**src/rtl/dds_sweep_ctrl.sv**
```systemverilog
// ---------------------------------------------------------------------------
// dds_sweep_ctrl -- frequency-sweep sequencer for a DDS waveform generator.
//
// Steps a phase increment from f_start toward f_stop in f_step increments,
// holding each value for max(dwell,1) clock cycles, then pulses done.
//
// Ports
//   clk        in   single clock, all state on the rising edge
//   reset      in   asynchronous, active-low reset
//   start      in   sweep request (accepted only while idle)
//   abort      in   cancel sweep; wins over start
//   f_start    in   first phase increment            [PW]
//   f_stop     in   final phase increment            [PW]
//   f_step     in   increment added per step         [PW]
//   dwell      in   cycles each frequency is held    [DW]
//   phase_inc  out  registered phase increment       [PW]
//   dds_en     out  registered DDS enable
//   busy       out  high in every state except IDLE
//   done       out  one-cycle pulse at sweep completion
//   bidir      in   (only with DDS_SWEEP_BIDIR_EN) up/down ping-pong sweep
//
// Build option: define DDS_SWEEP_BIDIR_EN to add the bidir port and the
// DOWN state. Without it, sweeps are up-only.
// ---------------------------------------------------------------------------
module dds_sweep_ctrl #(
    parameter int PW = 32,
    parameter int DW = 16
) (
    input  logic          clk,
    input  logic          reset,
    input  logic          start,
    input  logic          abort,
    input  logic [PW-1:0] f_start,
    input  logic [PW-1:0] f_stop,
    input  logic [PW-1:0] f_step,
    input  logic [DW-1:0] dwell,
    output logic [PW-1:0] phase_inc,
    output logic          dds_en,
    output logic          busy,
    output logic          done
`ifdef DDS_SWEEP_BIDIR_EN
    ,
    input  logic          bidir
`endif
);

    localparam logic [2:0] IDLE  = 3'd0;
    localparam logic [2:0] DWELL = 3'd1;  // holding an up-going tone, not its last cycle
    localparam logic [2:0] STEP  = 3'd2;  // last cycle of an up-going tone; next tone loads at its end
    localparam logic [2:0] FINAL = 3'd3;  // holding f_stop
    localparam logic [2:0] DONE  = 3'd4;  // done pulse cycle
`ifdef DDS_SWEEP_BIDIR_EN
    localparam logic [2:0] DOWN  = 3'd5;  // holding a down-going tone
`endif

    localparam logic [DW-1:0] CNT_ONE = {{(DW-1){1'b0}}, 1'b1};

    logic [2:0]    state_q, state_d;
    logic [PW-1:0] phase_q, phase_d;
    logic          en_q, en_d;
    logic          busy_q, busy_d;
    logic          done_q, done_d;
    logic [DW-1:0] cnt_q, cnt_d;
    logic [PW-1:0] f_stop_q, f_stop_d;
    logic [PW-1:0] f_step_q, f_step_d;
    logic [DW-1:0] dwell_q, dwell_d;
`ifdef DDS_SWEEP_BIDIR_EN
    logic [PW-1:0] f_start_q, f_start_d;
    logic          bidir_q, bidir_d;
    logic [PW:0]   diff;
    logic          down_floor;
`endif

    logic [DW-1:0] dwell_eff;
    logic [DW-1:0] cnt_inc;
    logic [PW:0]   sum;
    logic [2:0]    up_state;

    // Counter holds the 1-based index of the current cycle within a tone.
    assign dwell_eff = (dwell_q == '0) ? CNT_ONE : dwell_q;
    assign cnt_inc   = cnt_q + CNT_ONE;
    // One extra bit so a step past the top of the range saturates at f_stop
    // instead of wrapping to a small increment.
    assign sum       = {1'b0, phase_q} + {1'b0, f_step_q};
    // A one-cycle dwell has no non-final cycle, so a fresh tone starts in STEP.
    assign up_state  = (dwell_q <= CNT_ONE) ? STEP : DWELL;
`ifdef DDS_SWEEP_BIDIR_EN
    assign diff       = {1'b0, phase_q} - {1'b0, f_step_q};
    assign down_floor = diff[PW] || (diff[PW-1:0] <= f_start_q);
`endif

    always_comb begin
        state_d  = state_q;
        phase_d  = phase_q;
        en_d     = en_q;
        done_d   = 1'b0;
        cnt_d    = cnt_q;
        f_stop_d = f_stop_q;
        f_step_d = f_step_q;
        dwell_d  = dwell_q;
`ifdef DDS_SWEEP_BIDIR_EN
        f_start_d = f_start_q;
        bidir_d   = bidir_q;
`endif
        if (abort) begin
            state_d = IDLE;
            phase_d = '0;
            en_d    = 1'b0;
            cnt_d   = '0;
        end else begin
            case (state_q)
                IDLE: begin
                    if (start) begin
                        f_stop_d = f_stop;
                        f_step_d = f_step;
                        dwell_d  = dwell;
`ifdef DDS_SWEEP_BIDIR_EN
                        f_start_d = f_start;
                        bidir_d   = bidir;
`endif
                        phase_d  = f_start;
                        en_d     = 1'b1;
                        cnt_d    = CNT_ONE;
                        state_d  = (dwell <= CNT_ONE) ? STEP : DWELL;
                    end
                end
                DWELL: begin
                    cnt_d = cnt_inc;
                    if (cnt_inc >= dwell_eff) begin
                        state_d = STEP;
                    end
                end
                STEP: begin
                    cnt_d = CNT_ONE;
                    if (f_step_q == '0) begin
                        // Single-tone mode: re-dwell on the same value forever.
                        state_d = up_state;
                    end else if (phase_q >= f_stop_q) begin
                        // Only reachable when f_start >= f_stop: one dwell, then done.
                        state_d = DONE;
                        done_d  = 1'b1;
                    end else if (sum >= {1'b0, f_stop_q}) begin
                        phase_d = f_stop_q;
                        state_d = FINAL;
                    end else begin
                        phase_d = sum[PW-1:0];
                        state_d = up_state;
                    end
                end
                FINAL: begin
                    if (cnt_q >= dwell_eff) begin
`ifdef DDS_SWEEP_BIDIR_EN
                        if (bidir_q) begin
                            cnt_d = CNT_ONE;
                            if (down_floor) begin
                                phase_d = f_start_q;
                                state_d = up_state;
                            end else begin
                                phase_d = diff[PW-1:0];
                                state_d = DOWN;
                            end
                        end else
`endif
                        begin
                            state_d = DONE;
                            done_d  = 1'b1;
                        end
                    end else begin
                        cnt_d = cnt_inc;
                    end
                end
                DONE: begin
                    // phase_inc and dds_en keep the final tone running while idle.
                    state_d = IDLE;
                    cnt_d   = '0;
                end
`ifdef DDS_SWEEP_BIDIR_EN
                DOWN: begin
                    if (cnt_q >= dwell_eff) begin
                        cnt_d = CNT_ONE;
                        if (down_floor) begin
                            phase_d = f_start_q;
                            state_d = up_state;
                        end else begin
                            phase_d = diff[PW-1:0];
                        end
                    end else begin
                        cnt_d = cnt_inc;
                    end
                end
`endif
                default: begin
                    state_d = IDLE;
                    phase_d = '0;
                    en_d    = 1'b0;
                    cnt_d   = '0;
                end
            endcase
        end
        busy_d = (state_d != IDLE);
    end

    always_ff @(posedge clk or negedge reset) begin
        if (!reset) begin
            state_q  <= IDLE;
            phase_q  <= '0;
            en_q     <= 1'b0;
            busy_q   <= 1'b0;
            done_q   <= 1'b0;
            cnt_q    <= '0;
            f_stop_q <= '0;
            f_step_q <= '0;
            dwell_q  <= '0;
`ifdef DDS_SWEEP_BIDIR_EN
            f_start_q <= '0;
            bidir_q   <= 1'b0;
`endif
        end else begin
            state_q  <= state_d;
            phase_q  <= phase_d;
            en_q     <= en_d;
            busy_q   <= busy_d;
            done_q   <= done_d;
            cnt_q    <= cnt_d;
            f_stop_q <= f_stop_d;
            f_step_q <= f_step_d;
            dwell_q  <= dwell_d;
`ifdef DDS_SWEEP_BIDIR_EN
            f_start_q <= f_start_d;
            bidir_q   <= bidir_d;
`endif
        end
    end

    assign phase_inc = phase_q;
    assign dds_en    = en_q;
    assign busy      = busy_q;
    assign done      = done_q;

endmodule

```
**config.mk**
```make
export PLATFORM = sky130hd
export DESIGN_NAME = dds_sweep_ctrl
export DESIGN_NICKNAME = d
export VERILOG_FILES = /design/src/rtl/dds_sweep_ctrl.sv
export SDC_FILE = /design/constraint.sdc
export NUM_CORES = 1
export LEC_CHECK = 0
export ABC_AREA = 1
export CAP_MARGIN = 25
export CORE_MARGIN = 2
export CORE_UTILIZATION = 51
export DETAILED_ROUTE_END_ITERATION = 7
export HOLD_SLACK_MARGIN = 0.05
export PLACE_DENSITY_LB_ADDON = 0.15
export SYNTH_ARGS = -nofsm -noshare
export SYNTH_HDL_FRONTEND = slang
export SYNTH_SLANG_ARGS = --single-unit
```
**constraint.sdc**
```tcl
create_clock -name clk -period 3.3 [get_ports clk]
set_input_delay 0.825 -clock clk [delete_from_list [all_inputs] [get_ports clk]]
set_output_delay 0.825 -clock clk [all_outputs]
set_load 0.01 [all_outputs]
```
==> run metrics, run 1 <==
Final Skew=11.8 ps; post-synth cell types=50; fill cell count=approximately 1600; initial antenna violation count=0; post-DP HPWL=27300 µm; maximum clock rate=approximately 260 MHz; number of synthesized flops with an enable pin=0; synth top area cells=dfrtp_1 (31%), ha_1 (15%), nand2_1 (13%); Worst-Margin Slew=about 650 ps; Final Worst Setup Slack=-553 ps; Ports=151; sequential fraction of the synthesis area=31.3%; clock sinks=134; Fin. Hold Viols=0; register bit total from synthesis=134; r2r endpoint=phase_inc[8]; Yosys top cell area share=31.3%; Slew Limit Fails=0; area of the multi-input gates=7290 µm²; gp weighted congestion=0.966; die area=22200 µm²; first-pass GRT wire length=55600 µm; Initial Util=51.4%; Hold Buf Count CTS=0; drt initial violations=920; Avg Vias per Cell=5.42; Register Area=between 3000 and 4000 µm²; period utilization=117%; WHS=slightly below 400 ps; GR Overflow Total=0; CTS Buffer Depth=2; fin util=between 70% and 80%; Final setup viols=35; Initial DRT Pass Iterations=5; Max Cap Viol=0; unrepaired setup endpoints after global routing=yes; Residual DRC=0; reg-to-reg critical path startpoint=phase_inc[20]; remaining antenna violation count=0; CTS H-Tree Depth=4; worst hold path type=input port to async pin; Post-Synthesis Cell Area=10700 µm²; Port Buffer Count=150; Max-slew headroom=56.0%; startpoint types=register; nets@finish=2039; cell count after synthesis=1443; Synth async-reset ratio=100%; Max rail drop VDD=between 0.0003 and 0.0004 V; total track usage=32.4%; die height=149 µm; area leader, netlist=dfrtp_1; Reg2Reg Depth=26; ant diodes=0; total number of vias=11300; nature of the critical path endpoint=register; Ys Warns=0; Worst-Skew Late Latency=440 ps; Primary FF master, synth=dfrtp_1; largest net degree at the start of global routing=74; R2R setup slack=-550 ps; min cycle time layout=3850 ps; failing checks=negative setup slack; CTS buffer count=17; vias in the first global route=10900; CTS tree=done; CORE AREA=20800 µm²; Setup Crit Path Kind=register to register; Clock Pin Slew Worst Setup and Hold Paths=70 ps; number of cell rows=53; Layout area overhead=45.6%; routed len/inst=between 15 and 20 µm; Arr. time, crit path=4230 ps; Critical Path RT=~3700 ps; Syn Area/Cell=around 7.4 µm²; layout cells sized above 1=26.5%; syn_nets=1689; Crit Path Max Fanout=7; Cell Pwr Density=568 nW/µm²; final WL=36200 µm; Die W=149 µm; Root Driver=clkbuf_16; Leak Pwr=7.97 nW; outcome=complete, but fails checks
[sequential cells by signal (all words and copies together) (netlist names)]
signal / cells
busy: 1
cnt_q: 16
dds_en: 1
done: 1
dwell_q: 16
f_step_q: 32
f_stop_q: 32
phase_inc: 32
state_q: 3
[layout make-up]
type	instances	share of cell area, %
clock buffers	18	2.75
clock inverters	14	1.19
inverters	175	4.29
multi-input cells	1099	46.8
flip-flops and latches	134	21.5
well taps	275	2.21
repair buffers	366	21.3
[stage by stage]
stage | power, mW | instances | instance area, µm² | worst slack (ps) | setup TNS, ps
floorplan | 4.10 | 1443 | 10800 | -115 | -3050
global placement | 5.76 | 2034 | 14000 | -482 | -14510
detailed placement | 5.84 | 2034 | 14000 | -549 | -17100
CTS | 8.18 | 2075 | 14900 | -462 | -15100
global route | 9.30 | 2081 | 15600 | -672 | -22100
finish | 8.85 | 2081 | 15600 | -553 | -17820
[worst max path at each step]
stage | start | endpoint | slack, ps | depth (start not counted)
floorplan | phase_inc[0] | phase_inc[5] | -120 | 29
global placement | phase_inc[0] | phase_inc[16] | -480 | 25
detailed placement | phase_inc[0] | phase_inc[16] | -550 | 25
CTS | phase_inc[0] | phase_inc[31] | -460 | 28
global route | phase_inc[21] | phase_inc[31] | -670 | 28
finish | phase_inc[20] | phase_inc[8] | -550 | 26
[power breakdown]
part	switching [mW]	internal [mW]	leakage [nW]
sequential	0.181	1.86	1.63
combinational	2.55	2.21	6.05
clock	0.832	1.21	0.296
[synthesized netlist by cell type, drive strengths merged, types with 5 or more instances]
master,count
a21o,6
o21bai,6
nand2,384
buf,19
a21oi,145
clkbuf,16
o21a,5
xor2,24
nand4,8
or2,6
mux2,33
ha,129
dfrtp,134
xnor2,6
o21ai,85
nor2,139
nand3,62
nor3,23
nor4,22
inv,173
[worst max-delay path: stages (launching register included)]
cell	delay, ps
dfrtp_1	450
ha_4	280
buf_4	130
nand2_1	90
nand2_1	120
nor2_2	170
o21ai_1	120
a21oi_1	120
nand2_1	130
xor2_2	280
inv_1	80
ha_1	320
nand2_4	90
nor2_4	40
buf_4	140
a21oi_4	130
nand3_2	80
nand2_1	70
nand2_1	70
nand2_2	120
nand2_8	130
inv_12	120
buf_12	170
nor2_4	40
o21ai_1	140
nand2_1	80
nand2_1	70
[cell usage in the layout, fill, tap and decap left out, types with 6 or more instances in the layout]
cell,instances
a21o_1,6
a21oi_1,123
a21oi_2,18
buf_12,10
buf_4,199
clkbuf_16,19
clkdlybuf4s50_1,149
dfrtp_1,134
ha_1,110
ha_2,6
ha_4,13
inv_1,162
inv_2,11
mux2_2,33
nand2_1,322
nand2_2,40
nand2_4,21
nand3_1,50
nand3_2,12
nand4_1,8
nor2_1,111
nor2_2,11
nor2_4,17
nor3_1,17
nor4_1,17
o21ai_0,36
o21ai_1,34
o21ai_2,13
o21bai_1,6
xor2_1,19
[timing repair]
item                                    CTS  global route
setup buffers                            10             4
cloned                                    1             2
resized for setup                        53           138
endpoints found under the setup margin   35            35
pin swaps                                34            67
[kinds of logic (layout without fill, tap and decap cells)]
group / count (synthesis) / count (layout) / synth area share (%)
muxes: 33 / 33 / 3.47
DFF: 134 / 134 / 31.3
xor gates and xnor gates: 30 / 30 / 2.45
buffers and inverters: 210 / 573 / 8.19
and+or+nand+nor: 650 / 650 / 26.6
adders and majority gates: 130 / 130 / 15.3
AOI/OAI and AO/OA: 256 / 256 / 12.7
[metal layers]
metal / up-vias / global-route usage (%) / share of wire [%]
li1: 5441 / - / -
met5: - / 0 / 0
met1: 5277 / 43.7 / 42
met3: 93 / 4.77 / 7.5
met2: 472 / 52.9 / 47
met4: 0 / 11.9 / 3.1
Power figures use the tool's default switching activity.
==> inputs of run 2 (changes only) <==
--- a/config.mk
+++ b/config.mk
@@ -10,7 +10,9 @@
 export CORE_MARGIN = 2
 export CORE_UTILIZATION = 51
 export DETAILED_ROUTE_END_ITERATION = 7
+export GPL_ROUTABILITY_DRIVEN = 0
 export HOLD_SLACK_MARGIN = 0.05
+export MAX_ROUTING_LAYER = met4
 export PLACE_DENSITY_LB_ADDON = 0.15
 export SYNTH_ARGS = -nofsm -noshare
 export SYNTH_HDL_FRONTEND = slang
==> run metrics, run 2 (synthesis gave the netlist of run 1 again) <==
outcome=complete, but fails checks; failing checks=negative setup slack; Arr. time, crit path=~4200 ps; CTS tree=done; Layout area overhead=44.0%; Die W=149 µm; Setup Crit Path Kind=register to register; routed len/inst=17.5 µm; most frequent cells in the layout=nand2_1 (335), buf_4 (216), inv_1 (165), clkdlybuf4s50_1 (149), dfrtp_1 (134); fill cell count=1554; first-pass GRT wire length=around 57000 µm; GR Overflow Total=0; CTS Buffer Depth=2; Slew Limit Fails=0; fin util=74.1%; Root Driver=clkbuf_16; unrepaired setup endpoints after global routing=yes; Residual DRC=0; Port Buffer Count=150; Fin. Hold Viols=0; nature of the critical path endpoint=register; layout cells sized above 1=25.2%; Ports=around 150; final WL=36600 µm; Clock Pin Slew Worst Setup and Hold Paths=60 ps; total track usage=33.9%; CORE AREA=20800 µm²; Critical Path RT=3670 ps; Final Skew=~14 ps; largest net degree at the start of global routing=47; post-DP HPWL=between 20000 and 30000 µm; die area=22200 µm²; CTS H-Tree Depth=4; Hold Buf Count CTS=0; vias in the first global route=11200; Worst-Margin Slew=1080 ps; delay-heaviest family, CP=simple AND/OR/NAND/NOR gates; period utilization=116%; Worst-Skew Late Latency=430 ps; startpoint types=register; die height=about 150 µm; drt initial violations=a little over 1000; nets@finish=around 2100; CP max stage delay=roughly 370 ps; Cell Pwr Density=roughly 550 nW/µm²; setup TNS=-16120 ps; Max rail drop VDD=0.000412 V; Initial Util=51.4%; initial antenna violation count=0; total number of vias=11500; Max Cap Viol=0; Final Worst Setup Slack=-530 ps; Avg Vias per Cell=5.47; min cycle time layout=3830 ps; clock sinks=134; CTS buffer count=17; Leak Pwr=7.97 nW; remaining antenna violation count=0; number of cell rows=53; pre-CTS WS=-483 ps; maximum clock rate=261 MHz; WP buf/inv=4; commonest non-fill, non-tap cell in the layout=nand2_1; Crit path top cell by count=nand2_1; Crit-path slowest cell=dfrtp_1; Max-slew headroom=28.1%; Crit Path Max Fanout=8; ant diodes=0; Initial DRT Pass Iterations=6; Final setup viols=35; worst hold path type=input port to async pin
[run 2: layout make-up]
| type | count | area (µm²) | area share, % |
|---|---|---|---|
| tap | 275 | 344 | 2.23 |
| clock buffer | 18 | 439 | 2.85 |
| multi-input combinational | 1099 | 7090 | 46.0 |
| inverter | 175 | 664 | 4.31 |
| timing repair buffer | 380 | 3400 | 22.1 |
| sequential | 134 | 3350 | 21.7 |
| clock inverter | 14 | 125 | 0.811 |
[run 2: what timing repair did]
action                     CTS  global route
pin swaps                   31            11
gates cloned                 1             1
setup endpoints to repair   35            35
resized for setup           77            54
setup buffers                9             4
[run 2: layer usage]
metal	vias to the layer above	global-route usage, %	part of all wire (%)
met5	-	-	0
li1	5477	-	-
met3	105	4.83	6.9
met4	0	11.8	3.2
met1	5412	43.8	43
met2	475	54.7	47
[run 2: worst reg2reg max path: cells and delay by family, from the launching register on]
| kind | cells | cell delay, ps |
|---|---|---|
| AO/OA/AOI/OAI | 7 | 950 |
| adder cells (fa/ha/maj) | 3 | 790 |
| buffers and inverters | 4 | 370 |
| flip-flops | 1 | 370 |
| AND/OR/NAND/NOR | 13 | 1300 |
[run 2: worst paths after layout]
kind                              startpoint            end  slack [ps]  cells past startpoint
worst max-delay path            phase_inc[0]  phase_inc[31]        -530                     27
worst min-delay path                   reset    dwell_q[11]         310                      1
worst max register to register  phase_inc[0]  phase_inc[31]        -530                     27
worst min register to register    dwell_q[0]     dwell_q[0]         520                      1
max in group asynchronous              reset  phase_inc[16]        2330                      2
min in group clk                  dwell_q[0]     dwell_q[0]         520                      1
[run 2: stage by stage]
step           cell area (µm²)  hold WS, ps  total power [mW]  instances
2_1_floorplan            10800          471              4.10       1443
3_3_place_gp             14100          497              5.77       2049
3_5_place_dp             14100          502              5.86       2049
4_1_cts                  15100          330              8.11       2090
5_1_grt                  15400          352              8.90       2095
6_report                 15400          306              8.46       2095
[run 2: power by group]
| part | switching (mW) | internal, mW | leakage, nW |
|---|---|---|---|
| combinational | 2.42 | 2.14 | 6.06 |
| clock | 0.799 | 1.06 | 0.273 |
| sequential | 0.170 | 1.87 | 1.63 |
==> inputs of run 3 (changes only) <==
--- a/config.mk
+++ b/config.mk
@@ -7,6 +7,7 @@
 export LEC_CHECK = 0
 export ABC_AREA = 1
 export CAP_MARGIN = 25
+export CORE_ASPECT_RATIO = 0.75
 export CORE_MARGIN = 2
 export CORE_UTILIZATION = 51
 export DETAILED_ROUTE_END_ITERATION = 7
==> run metrics, run 3 (synthesis gave the netlist of run 1 again) <==
outcome=complete, but fails checks; failing checks=negative setup slack; WP buf/inv=5; layout cells sized above 1=25.3%; Final Worst Setup Slack=-984 ps; Fin. Hold Viols=0; clock sinks=134; most frequent cells in the layout=nand2_1 (333), buf_4 (209), inv_1 (162), clkdlybuf4s50_1 (149), dfrtp_1 (133); initial antenna violation count=0; total track usage=~34%; die height=129 µm; CTS Buffer Depth=2; Reg2Reg Depth=24; first-pass GRT wire length=roughly 57000 µm; Max Cap Viol=0; drt initial violations=1524; Worst-Margin Slew=787 ps; Hold Buf Count CTS=0; delay-heaviest family, CP=simple AND/OR/NAND/NOR gates; CORE AREA=20400 µm²; crit-path cells=ha_1, buf_4, nand2_1, nor2_1, inv_1, nor4_1, a21oi_1, nand2_1, nand2_1, nand2_1, inv_1, ha_1, nand3_1, nor4_2, nand3_1, nand2_2, nor2_4, nand2_8, buf_12, inv_16, nor2_4, o21ai_1, nand2_1, nand2_1; CTS tree=done; Max-slew headroom=between 40% and 50%; post-DP HPWL=between 20000 and 30000 µm; R2R setup slack=-980 ps; Setup Crit Path Kind=register to register; CTS buffer count=17; CTS H-Tree Depth=4; Cell Pwr Density=570 nW/µm²; Port Buffer Count=150; Layout area overhead=43.9%; Max rail drop VDD=0.000450 V; Root Driver=clkbuf_16; min cycle time layout=4280 ps; CP max stage delay=approximately 600 ps; GR Overflow Total=0; Critical Path RT=3670 ps; WHS=just under 300 ps; Ports=between 150 and 200; die area=about 22000 µm²; commonest non-fill, non-tap cell in the layout=nand2_1; period utilization=130%; Avg Vias per Cell=5.60; remaining antenna violation count=0; final WL=38300 µm; Worst-Skew Late Latency=440 ps; Clock Pin Slew Worst Setup and Hold Paths=60 ps; worst hold path type=input port to async pin; fill cell count=1495; Crit path top cell by count=nand2_1; Slew Limit Fails=0; reg-to-reg critical path startpoint=f_step_q[24]; Initial DRT Pass Iterations=6; Leak Pwr=about 8 nW; Final Skew=8.10 ps; unrepaired setup endpoints after global routing=yes; nets@finish=2047; number of cell rows=45; ant diodes=0; routed len/inst=around 18 µm; Cell Count Post-Placement=2025; startpoint types=register; Final setup viols=35; Residual DRC=0; r2r endpoint=phase_inc[6]; Die W=171 µm; total number of vias=11700; Initial Util=52.4%; Crit-path slowest cell=nor4_1; nature of the critical path endpoint=register; Arr. time, crit path=around 4700 ps; Final Non-Filler Cells=~2100; maximum clock rate=between 200 and 250 MHz; largest net degree at the start of global routing=70; vias in the first global route=11000; Crit Path Max Fanout=8
[run 3: metal layers]
| metal | global-route usage (%) | up-vias | routed length [µm] |
|---|---|---|---|
| met3 | 6.35 | 117 | 3970 |
| met1 | 49.1 | 5494 | 16900 |
| met2 | 50.6 | 643 | 16300 |
| met5 | - | - | 0 |
| met4 | 8.77 | 0 | 1140 |
| li1 | - | 5463 | - |
[run 3: stage by stage]
stage / cell area [µm²] / worst slack, ps / setup TNS [ps] / power, mW / util, %
floorplan: 10800 / -115 / -3050 / 4.10 / -
global placement: 13900 / -383 / -11820 / 5.53 / 67.9
detailed placement: 13900 / -494 / -15000 / 5.61 / 67.9
CTS: 14900 / -348 / -10930 / 7.99 / 73.0
global route: 15400 / -920 / -30190 / 9.21 / 75.4
finish: 15400 / -984 / -31870 / 8.79 / 75.4
[run 3: cell type report]
cell class	count	area (µm²)	area share, %
well taps	282	353	2.29
clock inverters	10	109	0.706
repair inverters	2	31.3	0.203
inverters	175	673	4.37
repair buffers	371	3320	21.5
flip-flops and latches	134	3350	21.8
clock buffers	20	437	2.83
multi-input cells	1100	7140	46.3
[run 3: worst max-delay path by stage]
stage,slack (ps),from,cells after the start,end
final,-980,f_step_q[24],24,phase_inc[6]
after global routing,-920,f_step_q[24],24,phase_inc[6]
after CTS,-350,f_step_q[0],28,phase_inc[20]
after detailed placement,-490,f_step_q[0],25,phase_inc[7]
after global placement,-380,f_step_q[0],26,phase_inc[31]
after floorplan,-120,phase_inc[0],29,phase_inc[5]
[run 3: report_power, final]
part           switching (mW)  internal, mW  leakage (nW)  total [mW]
registers               0.166          1.87          1.63        2.03
clock network           0.756          1.10         0.265        1.85
logic                    2.68          2.23          6.02        4.91
total                    3.60          5.19          7.91        8.79
[run 3: repair_timing]
item / in CTS / in global routing
cloned: 2 / 4
gates resized for setup: 61 / 89
pin swaps: 18 / 37
endpoints found under the setup margin: 35 / 35
buffers inserted: 24 / 10
